`config.mk`:
```
export PLATFORM = sky130hd
export DESIGN_NAME = starfield_gen
export DESIGN_NICKNAME = d
export VERILOG_FILES = /design/src/rtl/starfield_gen.sv
export SDC_FILE = /design/constraint.sdc
export NUM_CORES = 1
export LEC_CHECK = 0
export BUFFER_PORTS_ARGS = -buffer_cell sky130_fd_sc_hd__buf_2
export CORE_ASPECT_RATIO = 2
export CORE_UTILIZATION = 51
export DETAILED_ROUTE_END_ITERATION = 10
export PLACE_DENSITY = 0.86
export SKIP_CTS_REPAIR_TIMING = 1
export SLEW_MARGIN = 20
export SYNTH_ARGS = -nofsm -noshare
export SYNTH_HDL_FRONTEND = slang
export SYNTH_SLANG_ARGS = --single-unit
```
`constraint.sdc`:
```
create_clock -name pixel_clk -period 3.2 [get_ports pixel_clk]
set_clock_uncertainty 0.1 [all_clocks]
set_input_delay 0.32 -clock pixel_clk [delete_from_list [all_inputs] [get_ports pixel_clk]]
set_output_delay 0.32 -clock pixel_clk [all_outputs]
set_load 0.005 [all_outputs]
```
`src/rtl/starfield_gen.sv`:
```
`timescale 1ns/1ps
`default_nettype none
// ============================================================================
// Module   : starfield_gen
// Purpose  : Scrolling white starfield background generator. Sits directly
//            behind the display timing generator and emits 8-bit grey RGB
//            with sync/data-enable delayed to stay aligned with the pixels.
// Ports    : pixel_clk, reset_n (async, active low), pix_ce (pixel strobe)
//            pixel_x/pixel_y, hsync_in, vsync_in, video_on_in  - timing in
//            scroll_en, speed                                  - scroll ctrl
//            rgb_r/g/b, hsync_out, vsync_out, de_out            - 3-strobe
//                                                               latency
//            frame_tick - single pixel_clk pulse on vsync rising edge
// Options  : define STARFIELD_TWINKLE_EN to add a frame counter that flips
//            the brightness of roughly half the stars every 8 frames.
// Revision : 1.0 - initial release
// ============================================================================
module starfield_gen #(
  parameter logic [15:0] SEED    = 16'hACE1,
  parameter logic [8:0]  DENSITY = 9'd12,
  parameter logic [9:0]  V_WRAP  = 10'd480
) (
  input  logic       pixel_clk,
  input  logic       reset_n,
  input  logic       pix_ce,
  input  logic [9:0] pixel_x,
  input  logic [9:0] pixel_y,
  input  logic       hsync_in,
  input  logic       vsync_in,
  input  logic       video_on_in,
  input  logic       scroll_en,
  input  logic [2:0] speed,
  output logic [7:0] rgb_r,
  output logic [7:0] rgb_g,
  output logic [7:0] rgb_b,
  output logic       hsync_out,
  output logic       vsync_out,
  output logic       de_out,
  output logic       frame_tick
);

  localparam logic [15:0] c_LFSR_TAPS = 16'hB400;
  localparam logic [5:0]  c_SEED_LOW  = 6'b101011;
  localparam logic [10:0] c_WRAP      = {1'b0, V_WRAP};

  // frame edge / scroll state
  logic        r_vsync_prev;
  logic [9:0]  r_scroll_off;

  // stage 1
  logic [15:0] r_lfsr;
  logic        r_vid_d1;
  logic        r_hs_d1;
  logic        r_vs_d1;

  // stage 2
  logic        r_star;
  logic [7:0]  r_level;
  logic        r_de_d2;
  logic        r_hs_d2;
  logic        r_vs_d2;

  logic        w_vs_rise;
  logic [10:0] w_scroll_sum;
  logic [9:0]  w_scroll_next;
  logic [10:0] w_ys_sum;
  logic [9:0]  w_ys;
  logic [15:0] w_lfsr_step;
  logic [15:0] w_line_seed;
  logic [1:0]  w_level_idx;
  logic [7:0]  w_level;
  logic        w_star;
  logic        w_unused_x;

  // Column position is not needed: the per-line LFSR walk supplies the
  // horizontal variation.
  assign w_unused_x = ^pixel_x;

`ifdef STARFIELD_TWINKLE_EN
  logic [3:0] r_frame_cnt;

  always_ff @(posedge pixel_clk or negedge reset_n) begin
    if (!reset_n) begin
      r_frame_cnt <= 4'd0;
    end else if (w_vs_rise) begin
      r_frame_cnt <= r_frame_cnt + 4'd1;
    end
  end
`endif

  always_comb begin
    w_vs_rise = pix_ce & vsync_in & ~r_vsync_prev;

    // Sums are at most 2*V_WRAP-1 for in-range operands, so one
    // conditional subtract is enough.
    w_scroll_sum  = {1'b0, r_scroll_off} + {8'd0, speed};
    w_scroll_next = (w_scroll_sum >= c_WRAP) ? 10'(w_scroll_sum - c_WRAP)
                                             : w_scroll_sum[9:0];

    w_ys_sum = {1'b0, pixel_y} + {1'b0, r_scroll_off};
    w_ys     = (w_ys_sum >= c_WRAP) ? 10'(w_ys_sum - c_WRAP) : w_ys_sum[9:0];

    // Galois right-shift step; bit0 forced high on the seed keeps the
    // register out of the all-zero lock-up state.
    w_lfsr_step = {1'b0, r_lfsr[15:1]} ^ (r_lfsr[0] ? c_LFSR_TAPS : 16'h0000);
    w_line_seed = ({w_ys, c_SEED_LOW} ^ SEED) | 16'h0001;

`ifdef STARFIELD_TWINKLE_EN
    w_level_idx = r_lfsr[7:6] ^ {r_frame_cnt[3] & r_lfsr[5], 1'b0};
`else
    w_level_idx = r_lfsr[7:6];
`endif

    case (w_level_idx)
      2'd0:    w_level = 8'h40;
      2'd1:    w_level = 8'h80;
      2'd2:    w_level = 8'hC0;
      default: w_level = 8'hFF;
    endcase

    w_star = r_vid_d1 & ({1'b0, r_lfsr[15:8]} < DENSITY);
  end

  // Frame edge detection and scroll offset. frame_tick is updated every
  // clock so it is exactly one pixel_clk wide even with a sparse pix_ce.
  always_ff @(posedge pixel_clk or negedge reset_n) begin
    if (!reset_n) begin
      r_vsync_prev <= 1'b0;
      r_scroll_off <= 10'd0;
      frame_tick   <= 1'b0;
    end else begin
      frame_tick <= w_vs_rise;
      if (pix_ce) begin
        r_vsync_prev <= vsync_in;
        if (w_vs_rise && scroll_en) begin
          r_scroll_off <= w_scroll_next;
        end
      end
    end
  end

  // Three-stage pixel pipeline. The LFSR is reseeded throughout blanking so
  // the first visible pixel of a line sees the seed stepped once.
  always_ff @(posedge pixel_clk or negedge reset_n) begin
    if (!reset_n) begin
      r_lfsr    <= SEED | 16'h0001;
      r_vid_d1  <= 1'b0;
      r_hs_d1   <= 1'b0;
      r_vs_d1   <= 1'b0;
      r_star    <= 1'b0;
      r_level   <= 8'h00;
      r_de_d2   <= 1'b0;
      r_hs_d2   <= 1'b0;
      r_vs_d2   <= 1'b0;
      rgb_r     <= 8'h00;
      rgb_g     <= 8'h00;
      rgb_b     <= 8'h00;
      hsync_out <= 1'b0;
      vsync_out <= 1'b0;
      de_out    <= 1'b0;
    end else if (pix_ce) begin
      // stage 1
      r_lfsr   <= video_on_in ? w_lfsr_step : w_line_seed;
      r_vid_d1 <= video_on_in;
      r_hs_d1  <= hsync_in;
      r_vs_d1  <= vsync_in;
      // stage 2
      r_star   <= w_star;
      r_level  <= w_level;
      r_de_d2  <= r_vid_d1;
      r_hs_d2  <= r_hs_d1;
      r_vs_d2  <= r_vs_d1;
      // stage 3: star already includes the data-enable, so blank is black
      rgb_r     <= r_star ? r_level : 8'h00;
      rgb_g     <= r_star ? r_level : 8'h00;
      rgb_b     <= r_star ? r_level : 8'h00;
      hsync_out <= r_hs_d2;
      vsync_out <= r_vs_d2;
      de_out    <= r_de_d2;
    end
  end

endmodule
`default_nettype wire

```
==> impl_metrics.env <==
export IMPL_critPathArrivalTime_ps=3260
export IMPL_root_buffer="clkbuf_16"
export IMPL_syn_nets=418
export IMPL_ys_seq_area_share_pct=33.1
export IMPL_leakagePower_nw=1.62
export IMPL_die_h_um=115
export IMPL_synth_adder_area_share_pct=6.95
export IMPL_drive_gt1_share_pct=27.7
export IMPL_die_x_um=58.7
export IMPL_grtUsageTotal_pct=22.6
export IMPL_fill_cells=590
export IMPL_synth_cells=371
export IMPL_yosys_warnings=0
export IMPL_finalCritPeriodShare_pct=99.7
export IMPL_drc=0
export IMPL_power_w=0.00279
export IMPL_first_pass_iters=6
export IMPL_grt_pass1_wl_um=11700
export IMPL_num_vias=2752
export IMPL_synth_top_area_share_pct=26.7
export IMPL_fin_util_pct=58.2
export IMPL_ff2ff_setup_slack_ps=9
export IMPL_synth_xor_area_share_pct=4.24
export IMPL_dieArea_um2=6770
export IMPL_reg2reg_from="r_scroll_off[0]"
export IMPL_gp_congestion=0.827
export IMPL_post_synth_top_count_cell="dfrtp_1"
export IMPL_port_buffer_count=47
export IMPL_yosys_mux_area_fraction_pct=4.81
export IMPL_yosys_top_cells_count="dfrtp_1 (35), nor2_1 (34), inv_1 (29), nand2_1 (27)"
export IMPL_synth_distinct_cells=64
export IMPL_syn_to_final_growth_pct=11.1
export IMPL_cts_max_level=2
export IMPL_drt_wl_total_um=7150
export IMPL_finalHoldViolCount=0
export IMPL_seqCellArea_um2=1090
export IMPL_start_util_pct=52.4
export IMPL_synth_edff_count=0
export IMPL_fin_nets=447
export IMPL_wire_per_inst_um=14.7
export IMPL_grt_start_max_net_pins=55
export IMPL_synth_top_family_by_area="compound AO/OA/AOI/OAI gates"
export IMPL_finalMaxSlewViolations=0
export IMPL_power_density_nw_per_um2=765
export IMPL_r2r_end="r_lfsr[12]"
export IMPL_place_hpwl_um=5300
export IMPL_synth_top_area_cell="dfrtp_1"
export IMPL_overflow=0
export IMPL_slew_headroom_pct=35.8
export IMPL_synth_compound_area_share_pct=22.9
export IMPL_clock_fmax_mhz=313
export IMPL_vias_per_cell=5.65
export IMPL_endpoint_kind="flip-flop"
export IMPL_clock_sinks=43
export IMPL_period_needed_ps=3190
export IMPL_hold_ws_ps=85.4
export IMPL_finalSetupViolCount=0
export IMPL_min_path_type="input port to asynchronous set/reset pin"
export IMPL_worst_slew_pin_slew_ps=963
export IMPL_ant_nets=0
export IMPL_ys_seq_elements=43
export IMPL_ys_async_sr_fraction_pct=100
export IMPL_cts_tree="built"
export IMPL_antennaDiodeCount=0
export IMPL_numCtsBuffers=5
export IMPL_multi_input_area_um2=1850
export IMPL_io_pins=58
export IMPL_r2r_cells=11
export IMPL_grt_pass1_vias=2728
export IMPL_start_kind="flip-flop"
export IMPL_drtIter0Drc=105
export IMPL_syn_area_um2=3280
export IMPL_crit_required_ps=3270
export IMPL_syn_avg_cell_area_um2=8.84
export IMPL_cts_clk_slew_worst_paths_ps=60
export IMPL_status="finished clean"
export IMPL_cts_path_max_buffers=2
export IMPL_maxCapViolations=0
export IMPL_antenna_found_initial=0
export IMPL_synth_simple_area_share_pct=16.3
export IMPL_insertion_delay_ps=290
export IMPL_core_area_um2=6260
export IMPL_critPathMaxFanout=4
export IMPL_rsz0062_at_grt="true"
export IMPL_synthTopCellsByArea="dfrtp_1 (27%), dfstp_2 (6.4%), ha_1 (5.7%)"
export IMPL_synthFlopType="dfrtp_1"
export IMPL_num_rows=41
export IMPL_irDropWorstVdd_uv=375
export IMPL_critical_path_class="flip-flop to flip-flop"
## cells in the final DEF, fill, tap and decap left out, types with 4 or more instances in the layout
master / count
o211ai_1: 9
clkbuf_16: 5
buf_4: 15
inv_1: 29
mux2_2: 10
ha_1: 12
xor2_1: 4
nor3_1: 8
dfrtp_1: 35
nand2_1: 27
dfstp_2: 8
xnor2_1: 10
nand3_1: 16
a21oi_1: 21
nor2_1: 34
nand3b_1: 5
a21o_1: 4
a31oi_1: 8
o21ai_0: 22
buf_2: 47
## through the flow
stage | std cells | worst slack (ps) | cell area (um2) | setup TNS (ps)
floorplan | 371 | 13.2 | 3280 | 0
global placement | 477 | 33.3 | 3450 | 0
detailed placement | 477 | -32.9 | 3450 | -32.9
CTS | 485 | -1.81 | 3590 | -1.81
global route | 487 | -119 | 3640 | -119
finish | 487 | 8.59 | 3640 | 0
## metal layers
layer | share of wire, % | GRT usage (%) | routed length [um]
met1 | 37 | 22.5 | 2620
met2 | 56 | 41.3 | 3990
met3 | 2.5 | 3.37 | 181
met4 | 4.9 | 16.0 | 351
met5 | 0 | 0 | 0
## layout make-up
class / instances / area share [%]
Multi-Input combinational cell: 259 / 50.7
Sequential cell: 43 / 29.8
Timing Repair Buffer: 62 / 9.55
Clock buffer: 7 / 3.91
Inverter: 29 / 2.99
Tap cell: 86 / 2.95
Clock inverter: 1 / 0.137
## flip-flops by register name, indices dropped and copies added (netlist names), 3 cells and up
signal        count
r_level           3
r_scroll_off     10
r_lfsr           16
rgb_b             3
## logic make-up after synthesis
logic type | Yosys count
DFF | 43
muxes | 14
and+or+nand+nor | 112
xor gates and xnor gates | 15
AOI/OAI and AO/OA | 101
adders and majority gates | 17
buffers and inverters | 69
## power by group
group	switching (W)	internal, W
Sequential	0.000103	0.000702
Clock	0.000209	0.000310
Combinational	0.000812	0.000652
## worst max-delay path by stage
stage                          startpoint         end  cells past startpoint  slack, ps
after floorplan           r_scroll_off[0]  r_lfsr[12]                     11         10
after global placement         pixel_y[0]  r_lfsr[12]                     12         30
after global routing      r_scroll_off[0]  r_lfsr[12]                     11       -120
after CTS                 r_scroll_off[0]  r_lfsr[12]                     11         -2
after detailed placement       pixel_y[0]  r_lfsr[12]                     12        -30
final                     r_scroll_off[0]  r_lfsr[12]                     11          9
## worst max-delay path, stage by stage (launching register included)
cell and delay (ps):
dfrtp_1 370, ha_2 190, inv_1 60, fa_2 370, nand2b_4 160, a2111o_1 400, o211ai_4 120, ha_2 220
a41oi_2 60, o311ai_2 380, mux2_4 330, a221o_1 310
No activity file was read; power rests on OpenSTA's default activity.
